`src/rtl/regfile_4r2w_64x24_ctl_if.sv`:
```
// Request and macro-side bundle for the 4R2W 64x24 regfile port controller.
// slave = controller view, master = requester/macro view.
interface regfile_4r2w_64x24_ctl_if #(
    parameter int CNT_W = 8
);
    logic        rd_en_i      [4];
    logic [0:5]  rd_adr_i     [4];
    logic        wr_en_i      [2];
    logic [0:5]  wr_adr_i     [2];
    logic [0:23] wr_dat_i     [2];
    logic [0:23] rd_dat_arr_i [4];

    logic rd_c_na0_o    [4];
    logic rd_c_a0_o     [4];
    logic rd_na1_na2_o  [4];
    logic rd_na1_a2_o   [4];
    logic rd_a1_na2_o   [4];
    logic rd_a1_a2_o    [4];
    logic rd_na3_o      [4];
    logic rd_a3_o       [4];
    logic rd_na4_na5_o  [4];
    logic rd_na4_a5_o   [4];
    logic rd_a4_na5_o   [4];
    logic rd_a4_a5_o    [4];

    logic wr_c_na0_o    [2];
    logic wr_c_a0_o     [2];
    logic wr_na1_na2_o  [2];
    logic wr_na1_a2_o   [2];
    logic wr_a1_na2_o   [2];
    logic wr_a1_a2_o    [2];
    logic wr_na3_o      [2];
    logic wr_a3_o       [2];
    logic wr_na4_na5_o  [2];
    logic wr_na4_a5_o   [2];
    logic wr_a4_na5_o   [2];
    logic wr_a4_a5_o    [2];

    logic [0:23]      wr_dat_arr_o [2];
    logic [0:23]      rd_dat_o     [4];
    logic             rd_val_o     [4];
    logic             wr_coll_o;
    logic [CNT_W-1:0] coll_cnt_o;

    modport slave (
        input  rd_en_i, rd_adr_i,
        input  wr_en_i, wr_adr_i, wr_dat_i,
        input  rd_dat_arr_i,
        output rd_c_na0_o, rd_c_a0_o,
        output rd_na1_na2_o, rd_na1_a2_o,
        output rd_a1_na2_o, rd_a1_a2_o,
        output rd_na3_o, rd_a3_o,
        output rd_na4_na5_o, rd_na4_a5_o,
        output rd_a4_na5_o, rd_a4_a5_o,
        output wr_c_na0_o, wr_c_a0_o,
        output wr_na1_na2_o, wr_na1_a2_o,
        output wr_a1_na2_o, wr_a1_a2_o,
        output wr_na3_o, wr_a3_o,
        output wr_na4_na5_o, wr_na4_a5_o,
        output wr_a4_na5_o, wr_a4_a5_o,
        output wr_dat_arr_o,
        output rd_dat_o, rd_val_o,
        output wr_coll_o, coll_cnt_o
    );

    modport master (
        output rd_en_i, rd_adr_i,
        output wr_en_i, wr_adr_i, wr_dat_i,
        output rd_dat_arr_i,
        input  rd_c_na0_o, rd_c_a0_o,
        input  rd_na1_na2_o, rd_na1_a2_o,
        input  rd_a1_na2_o, rd_a1_a2_o,
        input  rd_na3_o, rd_a3_o,
        input  rd_na4_na5_o, rd_na4_a5_o,
        input  rd_a4_na5_o, rd_a4_a5_o,
        input  wr_c_na0_o, wr_c_a0_o,
        input  wr_na1_na2_o, wr_na1_a2_o,
        input  wr_a1_na2_o, wr_a1_a2_o,
        input  wr_na3_o, wr_a3_o,
        input  wr_na4_na5_o, wr_na4_a5_o,
        input  wr_a4_na5_o, wr_a4_a5_o,
        input  wr_dat_arr_o,
        input  rd_dat_o, rd_val_o,
        input  wr_coll_o, coll_cnt_o
    );
endinterface

```
`src/rtl/regfile_4r2w_64x24_ctl.sv`:
```
// Port controller for the 4R2W 64x24 regfile macro: launch, predecode, capture.
// Optional write-to-read bypass: define REGFILE_CTL_BYPASS_EN.
module regfile_4r2w_64x24_ctl #(
    parameter int CNT_W = 8
) (
    input logic clk,
    input logic rst,
    regfile_4r2w_64x24_ctl_if.slave bus
);
    localparam int ADR_W = 6;
    localparam int DAT_W = 24;
    localparam int NRD   = 4;
    localparam int NWR   = 2;

    // bit order: c_na0 c_a0 na1na2 na1a2 a1na2 a1a2 na3 a3 na4na5 na4a5 a4na5 a4a5
    typedef logic [11:0] pd_t;

    function automatic pd_t predec(
        input logic             en,
        input logic [0:ADR_W-1] a
    );
        pd_t p;
        p = '0;
        if (en) begin
            p[11] = ~a[0];
            p[10] =  a[0];
            p[9]  = ~a[1] & ~a[2];
            p[8]  = ~a[1] &  a[2];
            p[7]  =  a[1] & ~a[2];
            p[6]  =  a[1] &  a[2];
            p[5]  = ~a[3];
            p[4]  =  a[3];
            p[3]  = ~a[4] & ~a[5];
            p[2]  = ~a[4] &  a[5];
            p[1]  =  a[4] & ~a[5];
            p[0]  =  a[4] &  a[5];
        end
        return p;
    endfunction

    logic             rd_en_q  [NRD];
    logic             rd_en_d  [NRD];
    logic [0:ADR_W-1] rd_adr_q [NRD];
    logic [0:ADR_W-1] rd_adr_d [NRD];
    logic             wr_en_q  [NWR];
    logic             wr_en_d  [NWR];
    logic [0:ADR_W-1] wr_adr_q [NWR];
    logic [0:ADR_W-1] wr_adr_d [NWR];
    logic [0:DAT_W-1] wr_dat_q [NWR];
    logic [0:DAT_W-1] wr_dat_d [NWR];
    logic [0:DAT_W-1] rd_dat_q [NRD];
    logic [0:DAT_W-1] rd_dat_d [NRD];
    logic             rd_val_q [NRD];
    logic             rd_val_d [NRD];
    logic             coll_q;
    logic             coll_d;
    logic [CNT_W-1:0] cnt_q;
    logic [CNT_W-1:0] cnt_d;
    logic [0:DAT_W-1] cap_dat  [NRD];
    pd_t              rd_pd    [NRD];
    pd_t              wr_pd    [NWR];

    // Launch stage next state; a colliding wr0 is dropped so wr1 wins.
    always_comb begin
        coll_d = bus.wr_en_i[0] & bus.wr_en_i[1]
               & (bus.wr_adr_i[0] == bus.wr_adr_i[1]);
        for (int n = 0; n < NRD; n++) begin
            rd_en_d[n]  = bus.rd_en_i[n];
            rd_adr_d[n] = bus.rd_adr_i[n];
        end
        wr_en_d[0] = bus.wr_en_i[0] & ~coll_d;
        wr_en_d[1] = bus.wr_en_i[1];
        for (int m = 0; m < NWR; m++) begin
            wr_adr_d[m] = bus.wr_adr_i[m];
            wr_dat_d[m] = bus.wr_dat_i[m];
        end
        cnt_d = cnt_q;
        if (coll_d && (cnt_q != {CNT_W{1'b1}}))
            cnt_d = cnt_q + {{(CNT_W-1){1'b0}}, 1'b1};
    end

    // Capture source select: macro data, or a launched write when bypassing.
    always_comb begin
        for (int n = 0; n < NRD; n++) begin
            cap_dat[n] = bus.rd_dat_arr_i[n];
`ifdef REGFILE_CTL_BYPASS_EN
            if (wr_en_q[1] && (wr_adr_q[1] == rd_adr_q[n]))
                cap_dat[n] = wr_dat_q[1];
            else if (wr_en_q[0] && (wr_adr_q[0] == rd_adr_q[n]))
                cap_dat[n] = wr_dat_q[0];
`endif
            rd_val_d[n] = rd_en_q[n];
            rd_dat_d[n] = rd_en_q[n] ? cap_dat[n] : rd_dat_q[n];
        end
    end

    // Launch and capture registers; reset drops all in-flight requests.
    always_ff @(posedge clk) begin
        if (rst) begin
            for (int n = 0; n < NRD; n++) begin
                rd_en_q[n]  <= 1'b0;
                rd_adr_q[n] <= '0;
                rd_dat_q[n] <= '0;
                rd_val_q[n] <= 1'b0;
            end
            for (int m = 0; m < NWR; m++) begin
                wr_en_q[m]  <= 1'b0;
                wr_adr_q[m] <= '0;
                wr_dat_q[m] <= '0;
            end
            coll_q <= 1'b0;
            cnt_q  <= '0;
        end else begin
            for (int n = 0; n < NRD; n++) begin
                rd_en_q[n]  <= rd_en_d[n];
                rd_adr_q[n] <= rd_adr_d[n];
                rd_dat_q[n] <= rd_dat_d[n];
                rd_val_q[n] <= rd_val_d[n];
            end
            for (int m = 0; m < NWR; m++) begin
                wr_en_q[m]  <= wr_en_d[m];
                wr_adr_q[m] <= wr_adr_d[m];
                wr_dat_q[m] <= wr_dat_d[m];
            end
            coll_q <= coll_d;
            cnt_q  <= cnt_d;
        end
    end

    // Predecode straight from the launch registers.
    always_comb begin
        for (int n = 0; n < NRD; n++)
            rd_pd[n] = predec(rd_en_q[n], rd_adr_q[n]);
        for (int m = 0; m < NWR; m++)
            wr_pd[m] = predec(wr_en_q[m], wr_adr_q[m]);
    end

    for (genvar n = 0; n < NRD; n++) begin : g_rd
        assign bus.rd_c_na0_o[n]   = rd_pd[n][11];
        assign bus.rd_c_a0_o[n]    = rd_pd[n][10];
        assign bus.rd_na1_na2_o[n] = rd_pd[n][9];
        assign bus.rd_na1_a2_o[n]  = rd_pd[n][8];
        assign bus.rd_a1_na2_o[n]  = rd_pd[n][7];
        assign bus.rd_a1_a2_o[n]   = rd_pd[n][6];
        assign bus.rd_na3_o[n]     = rd_pd[n][5];
        assign bus.rd_a3_o[n]      = rd_pd[n][4];
        assign bus.rd_na4_na5_o[n] = rd_pd[n][3];
        assign bus.rd_na4_a5_o[n]  = rd_pd[n][2];
        assign bus.rd_a4_na5_o[n]  = rd_pd[n][1];
        assign bus.rd_a4_a5_o[n]   = rd_pd[n][0];
        assign bus.rd_dat_o[n]     = rd_dat_q[n];
        assign bus.rd_val_o[n]     = rd_val_q[n];
    end

    for (genvar m = 0; m < NWR; m++) begin : g_wr
        assign bus.wr_c_na0_o[m]   = wr_pd[m][11];
        assign bus.wr_c_a0_o[m]    = wr_pd[m][10];
        assign bus.wr_na1_na2_o[m] = wr_pd[m][9];
        assign bus.wr_na1_a2_o[m]  = wr_pd[m][8];
        assign bus.wr_a1_na2_o[m]  = wr_pd[m][7];
        assign bus.wr_a1_a2_o[m]   = wr_pd[m][6];
        assign bus.wr_na3_o[m]     = wr_pd[m][5];
        assign bus.wr_a3_o[m]      = wr_pd[m][4];
        assign bus.wr_na4_na5_o[m] = wr_pd[m][3];
        assign bus.wr_na4_a5_o[m]  = wr_pd[m][2];
        assign bus.wr_a4_na5_o[m]  = wr_pd[m][1];
        assign bus.wr_a4_a5_o[m]   = wr_pd[m][0];
        assign bus.wr_dat_arr_o[m] = wr_dat_q[m];
    end

    assign bus.wr_coll_o  = coll_q;
    assign bus.coll_cnt_o = cnt_q;
endmodule

```
`src/flat_wrapper.sv`:
```
// flat-port wrapper written by rule: the top's interface ports become plain ports
module regfile_4r2w_64x24_ctl_flat 
#(
    parameter int CNT_W = 8
)
  (clk, rst, bus_rd_en_i, bus_rd_adr_i, bus_wr_en_i, bus_wr_adr_i, bus_wr_dat_i, bus_rd_dat_arr_i, bus_rd_c_na0_o, bus_rd_c_a0_o, bus_rd_na1_na2_o, bus_rd_na1_a2_o, bus_rd_a1_na2_o, bus_rd_a1_a2_o, bus_rd_na3_o, bus_rd_a3_o, bus_rd_na4_na5_o, bus_rd_na4_a5_o, bus_rd_a4_na5_o, bus_rd_a4_a5_o, bus_wr_c_na0_o, bus_wr_c_a0_o, bus_wr_na1_na2_o, bus_wr_na1_a2_o, bus_wr_a1_na2_o, bus_wr_a1_a2_o, bus_wr_na3_o, bus_wr_a3_o, bus_wr_na4_na5_o, bus_wr_na4_a5_o, bus_wr_a4_na5_o, bus_wr_a4_a5_o, bus_wr_dat_arr_o, bus_rd_dat_o, bus_rd_val_o, bus_wr_coll_o, bus_coll_cnt_o);
  regfile_4r2w_64x24_ctl_if #(.CNT_W(CNT_W)) bus_i ();
  input logic clk;
  input logic rst;
  input wire logic [$bits(bus_i.rd_en_i)-1:0] bus_rd_en_i;
  input wire logic [$bits(bus_i.rd_adr_i)-1:0] bus_rd_adr_i;
  input wire logic [$bits(bus_i.wr_en_i)-1:0] bus_wr_en_i;
  input wire logic [$bits(bus_i.wr_adr_i)-1:0] bus_wr_adr_i;
  input wire logic [$bits(bus_i.wr_dat_i)-1:0] bus_wr_dat_i;
  input wire logic [$bits(bus_i.rd_dat_arr_i)-1:0] bus_rd_dat_arr_i;
  output wire logic [$bits(bus_i.rd_c_na0_o)-1:0] bus_rd_c_na0_o;
  output wire logic [$bits(bus_i.rd_c_a0_o)-1:0] bus_rd_c_a0_o;
  output wire logic [$bits(bus_i.rd_na1_na2_o)-1:0] bus_rd_na1_na2_o;
  output wire logic [$bits(bus_i.rd_na1_a2_o)-1:0] bus_rd_na1_a2_o;
  output wire logic [$bits(bus_i.rd_a1_na2_o)-1:0] bus_rd_a1_na2_o;
  output wire logic [$bits(bus_i.rd_a1_a2_o)-1:0] bus_rd_a1_a2_o;
  output wire logic [$bits(bus_i.rd_na3_o)-1:0] bus_rd_na3_o;
  output wire logic [$bits(bus_i.rd_a3_o)-1:0] bus_rd_a3_o;
  output wire logic [$bits(bus_i.rd_na4_na5_o)-1:0] bus_rd_na4_na5_o;
  output wire logic [$bits(bus_i.rd_na4_a5_o)-1:0] bus_rd_na4_a5_o;
  output wire logic [$bits(bus_i.rd_a4_na5_o)-1:0] bus_rd_a4_na5_o;
  output wire logic [$bits(bus_i.rd_a4_a5_o)-1:0] bus_rd_a4_a5_o;
  output wire logic [$bits(bus_i.wr_c_na0_o)-1:0] bus_wr_c_na0_o;
  output wire logic [$bits(bus_i.wr_c_a0_o)-1:0] bus_wr_c_a0_o;
  output wire logic [$bits(bus_i.wr_na1_na2_o)-1:0] bus_wr_na1_na2_o;
  output wire logic [$bits(bus_i.wr_na1_a2_o)-1:0] bus_wr_na1_a2_o;
  output wire logic [$bits(bus_i.wr_a1_na2_o)-1:0] bus_wr_a1_na2_o;
  output wire logic [$bits(bus_i.wr_a1_a2_o)-1:0] bus_wr_a1_a2_o;
  output wire logic [$bits(bus_i.wr_na3_o)-1:0] bus_wr_na3_o;
  output wire logic [$bits(bus_i.wr_a3_o)-1:0] bus_wr_a3_o;
  output wire logic [$bits(bus_i.wr_na4_na5_o)-1:0] bus_wr_na4_na5_o;
  output wire logic [$bits(bus_i.wr_na4_a5_o)-1:0] bus_wr_na4_a5_o;
  output wire logic [$bits(bus_i.wr_a4_na5_o)-1:0] bus_wr_a4_na5_o;
  output wire logic [$bits(bus_i.wr_a4_a5_o)-1:0] bus_wr_a4_a5_o;
  output wire logic [$bits(bus_i.wr_dat_arr_o)-1:0] bus_wr_dat_arr_o;
  output wire logic [$bits(bus_i.rd_dat_o)-1:0] bus_rd_dat_o;
  output wire logic [$bits(bus_i.rd_val_o)-1:0] bus_rd_val_o;
  output wire logic [$bits(bus_i.wr_coll_o)-1:0] bus_wr_coll_o;
  output wire logic [$bits(bus_i.coll_cnt_o)-1:0] bus_coll_cnt_o;
  assign bus_i.rd_en_i = {>>{bus_rd_en_i}};
  assign bus_i.rd_adr_i = {>>{bus_rd_adr_i}};
  assign bus_i.wr_en_i = {>>{bus_wr_en_i}};
  assign bus_i.wr_adr_i = {>>{bus_wr_adr_i}};
  assign bus_i.wr_dat_i = {>>{bus_wr_dat_i}};
  assign bus_i.rd_dat_arr_i = {>>{bus_rd_dat_arr_i}};
  assign bus_rd_c_na0_o = {>>{bus_i.rd_c_na0_o}};
  assign bus_rd_c_a0_o = {>>{bus_i.rd_c_a0_o}};
  assign bus_rd_na1_na2_o = {>>{bus_i.rd_na1_na2_o}};
  assign bus_rd_na1_a2_o = {>>{bus_i.rd_na1_a2_o}};
  assign bus_rd_a1_na2_o = {>>{bus_i.rd_a1_na2_o}};
  assign bus_rd_a1_a2_o = {>>{bus_i.rd_a1_a2_o}};
  assign bus_rd_na3_o = {>>{bus_i.rd_na3_o}};
  assign bus_rd_a3_o = {>>{bus_i.rd_a3_o}};
  assign bus_rd_na4_na5_o = {>>{bus_i.rd_na4_na5_o}};
  assign bus_rd_na4_a5_o = {>>{bus_i.rd_na4_a5_o}};
  assign bus_rd_a4_na5_o = {>>{bus_i.rd_a4_na5_o}};
  assign bus_rd_a4_a5_o = {>>{bus_i.rd_a4_a5_o}};
  assign bus_wr_c_na0_o = {>>{bus_i.wr_c_na0_o}};
  assign bus_wr_c_a0_o = {>>{bus_i.wr_c_a0_o}};
  assign bus_wr_na1_na2_o = {>>{bus_i.wr_na1_na2_o}};
  assign bus_wr_na1_a2_o = {>>{bus_i.wr_na1_a2_o}};
  assign bus_wr_a1_na2_o = {>>{bus_i.wr_a1_na2_o}};
  assign bus_wr_a1_a2_o = {>>{bus_i.wr_a1_a2_o}};
  assign bus_wr_na3_o = {>>{bus_i.wr_na3_o}};
  assign bus_wr_a3_o = {>>{bus_i.wr_a3_o}};
  assign bus_wr_na4_na5_o = {>>{bus_i.wr_na4_na5_o}};
  assign bus_wr_na4_a5_o = {>>{bus_i.wr_na4_a5_o}};
  assign bus_wr_a4_na5_o = {>>{bus_i.wr_a4_na5_o}};
  assign bus_wr_a4_a5_o = {>>{bus_i.wr_a4_a5_o}};
  assign bus_wr_dat_arr_o = {>>{bus_i.wr_dat_arr_o}};
  assign bus_rd_dat_o = {>>{bus_i.rd_dat_o}};
  assign bus_rd_val_o = {>>{bus_i.rd_val_o}};
  assign bus_wr_coll_o = bus_i.wr_coll_o;
  assign bus_coll_cnt_o = bus_i.coll_cnt_o;
  regfile_4r2w_64x24_ctl #(.CNT_W(CNT_W)) u_core (.clk(clk), .rst(rst), .bus(bus_i));
endmodule
```
`config.mk`:
```
export PLATFORM = sky130hd
export DESIGN_NAME = regfile_4r2w_64x24_ctl_flat
export DESIGN_NICKNAME = d
export VERILOG_FILES = /design/src/rtl/regfile_4r2w_64x24_ctl_if.sv /design/src/rtl/regfile_4r2w_64x24_ctl.sv /design/src/flat_wrapper.sv
export SDC_FILE = /design/constraint.sdc
export NUM_CORES = 1
export LEC_CHECK = 0
export ABC_AREA = 1
export BUFFER_PORTS_ARGS = -buffer_cell sky130_fd_sc_hd__buf_2
export CAP_MARGIN = 0
export CORE_AREA = 2 2 163 165
export CTS_CLUSTER_DIAMETER = 100
export DETAILED_ROUTE_END_ITERATION = 8
export DIE_AREA = 0 0 165 167
export SLEW_MARGIN = 40
export SYNTH_ARGS = -nofsm -noshare
export SYNTH_HDL_FRONTEND = slang
export SYNTH_SLANG_ARGS = --single-unit
```
`constraint.sdc`:
```
create_clock -name clk -period 2.7 [get_ports clk]
set_input_delay 0.405 -clock clk [delete_from_list [all_inputs] [get_ports clk]]
set_output_delay 0.405 -clock clk [all_outputs]
set_load 0.005 [all_outputs]
```
==> results.json <==
{
  "fin_crit_sh": 0.825,
  "ir_drop_v": 0.000396,
  "clkPwrFrac": 0.408,
  "coreArea_mm2": 0.0258,
  "grt_pass1_wl_um": 33300,
  "synth_cell_types": 20,
  "cts_buffers": 17,
  "die_y_um": 167,
  "finalSetupTns_ps": 0,
  "antenna_cells": 0,
  "slew_violations": 0,
  "p_int_w": 0.00478,
  "cp-end-kind": "primary output",
  "pre_cts_slack_ps": 895,
  "die_w_um": 165,
  "area_growth_pct": 42.9,
  "skew_ps": 10.9,
  "power_frac_comb": 0.103,
  "worst-path-max-fanout": 13,
  "grt_antenna_before_repair": 0,
  "r2r.worst_path.cells": 7,
  "drv_cap": 0,
  "final_cell_mix": "buf_2, nor2_1, dfxtp_1",
  "ys_warn_count": 0,
  "cts_tree": "built",
  "grt_remaining_overflow": 0,
  "max_freq_mhz": 449,
  "start_kind": "flip-flop",
  "worstPathArrival_ps": 1820,
  "timing.final.hold_violations": 0,
  "synthesis.nets": 1115,
  "seq_power_share": 0.489,
  "clkLatencyLatePin_ps": 430,
  "clkTransAtPathRegs_ps": 90,
  "p_leak_nw": 5.65,
  "worstMarginPinSlew_ps": 573,
  "firstDrtPassIters": 4,
  "p_sw_frac": 0.264,
  "cts.repair.resized": 0,
  "drt_wl_total_um": 22100,
  "layout-drive-gt1-share": 0.350,
  "synth_area_per_cell_um2": 7.58,
  "holdCritPathClass": "input port to flip-flop",
  "ant_nets": 0,
  "postSynthCellCount": 926,
  "ys_seq_elements": 199,
  "grt_max_degree": 101,
  "viasPerCell": 4.22,
  "setup_viol_count_final": 0,
  "postCtsHoldBufs": 0,
  "vias": 7053,
  "h-tree-depth": 4,
  "ys_seq_area_frac": 0.568,
  "dieArea_mm2": 0.0276,
  "grt_use_total": 0.155,
  "slew_headroom": 0.615,
  "post_cts_buffers": 0,
  "place.gp.congestion": 0.862,
  "num_rows": 59,
  "dpl.hpwl_um": 16700,
  "rsz0062_at_grt": "no",
  "ioPinCount": 417,
  "required_ps": 2300,
  "drc": 0,
  "clock_sinks": 199,
  "drt_iter0_markers": 351,
  "portBuffers": 416,
  "cts-root-buf": "clkbuf_16",
  "syn_area_mm2": 0.00702,
  "initial_core_util": 0.272,
  "grt_pass1_vias": 6713,
  "final_common_cell": "buf_2",
  "power_switching_w": 0.00172,
  "place_area_mm2": 0.00941,
  "critPathKind": "flip-flop to primary output",
  "wire_per_inst_um": 13.2,
  "fin_crit_ps": 2230,
  "final_cell_area_mm2": 0.0100,
  "outcome": "finished, final reports clean",
  "setup_slack_ps": 471,
  "power_density_mw_per_mm2": 648,
  "clockBufferDepth": 2,
  "nets": 1513,
  "whs_path_depth": 3
}
routing by layer:
layer / wire length [um] / GRT usage / vias up
met5: 0 / 0 / -
met1: 8830 / 0.169 / 3097
met4: 552 / 0.0609 / 0
met3: 2230 / 0.0555 / 40
li1: - / - / 3591
met2: 10500 / 0.270 / 325
synthesized netlist by cell type:
cell,instances,share of area
nand2_1,51,0.027
nand3_1,13,0.0093
inv_1,134,0.072
nand4_2,1,0.0018
clkbuf_1,28,0.015
buf_6,1,0.0016
clkbuf_2,5,0.0036
nor2_1,307,0.16
nor3_1,48,0.034
dfxtp_1,199,0.57
o21ai_0,97,0.069
xor2_1,4,0.0050
buf_2,12,0.0086
nor2_2,3,0.0027
nand4_1,1,0.00089
clkinv_1,6,0.0032
buf_4,4,0.0043
a21oi_1,9,0.0064
nand2_2,2,0.0018
ha_1,1,0.0018
kinds of logic after synthesis:
family,synth area share
AND/OR/NAND/NOR,0.242
buffers and inverters,0.108
adder cells (fa/ha/maj),0.00178
flip-flops,0.568
XOR/XNOR,0.00499
AO/OA/AOI/OAI,0.0756
worst paths after layout:
kind,startpoint,to,slack [ps]
setup reg to reg,u_core.bus.coll_cnt_o[0],u_core.bus.coll_cnt_o[4],1170
hold / removal,bus_rd_adr_i[20],u_core.rd_adr_q[0][2],170
setup / recovery,u_core.rd_en_q[0],bus_rd_a1_a2_o[3],470
hold reg to reg,u_core.rd_dat_q[1][10],u_core.rd_dat_q[1][10],500
flip-flops by register name, summed over array words and instances, names as in the netlist:
register,count
u_core.bus.coll_cnt_o,8
u_core.rd_adr_q,24
u_core.rd_en_q,4
u_core.bus.wr_coll_o,1
u_core.wr_dat_q,48
u_core.wr_adr_q,12
u_core.rd_val_q,4
u_core.wr_en_q,2
u_core.rd_dat_q,96
stage by stage:
step	total power [W]	std cells	hold WS (ps)	util
global placement	0.00392	1640	472	0.365
global route	0.00684	1672	144	0.389
detailed placement	0.00393	1640	478	0.365
floorplan	0.00353	926	486	-
finish	0.00649	1672	170	0.389
CTS	0.00661	1672	143	0.389
area by class of cell:
type	instances	area (um2)
well taps	335	419
clock inverters	14	175
flip-flops and latches	199	3980
clock buffers	18	439
fillers	2706	15700
inverters	140	526
repair buffers	429	2210
multi-input cells	537	2280
worst max-delay path: stages, from the launching register on:
cell	delay, ps
dfxtp_1	340
clkinv_1	410
buf_4	330
nor3_1	170
buf_2	130
power by group through the flow:
stage	combinational (W)	clock [W]	sequential (W)
2_1_floorplan	0.000277	0	0.00325
3_3_place_gp	0.000677	0	0.00324
3_5_place_dp	0.000682	0	0.00324
4_1_cts	0.000684	0.00275	0.00318
5_1_grt	0.000764	0.00288	0.00320
6_report	0.000671	0.00265	0.00318
No activity file was read; power rests on OpenSTA's default activity.
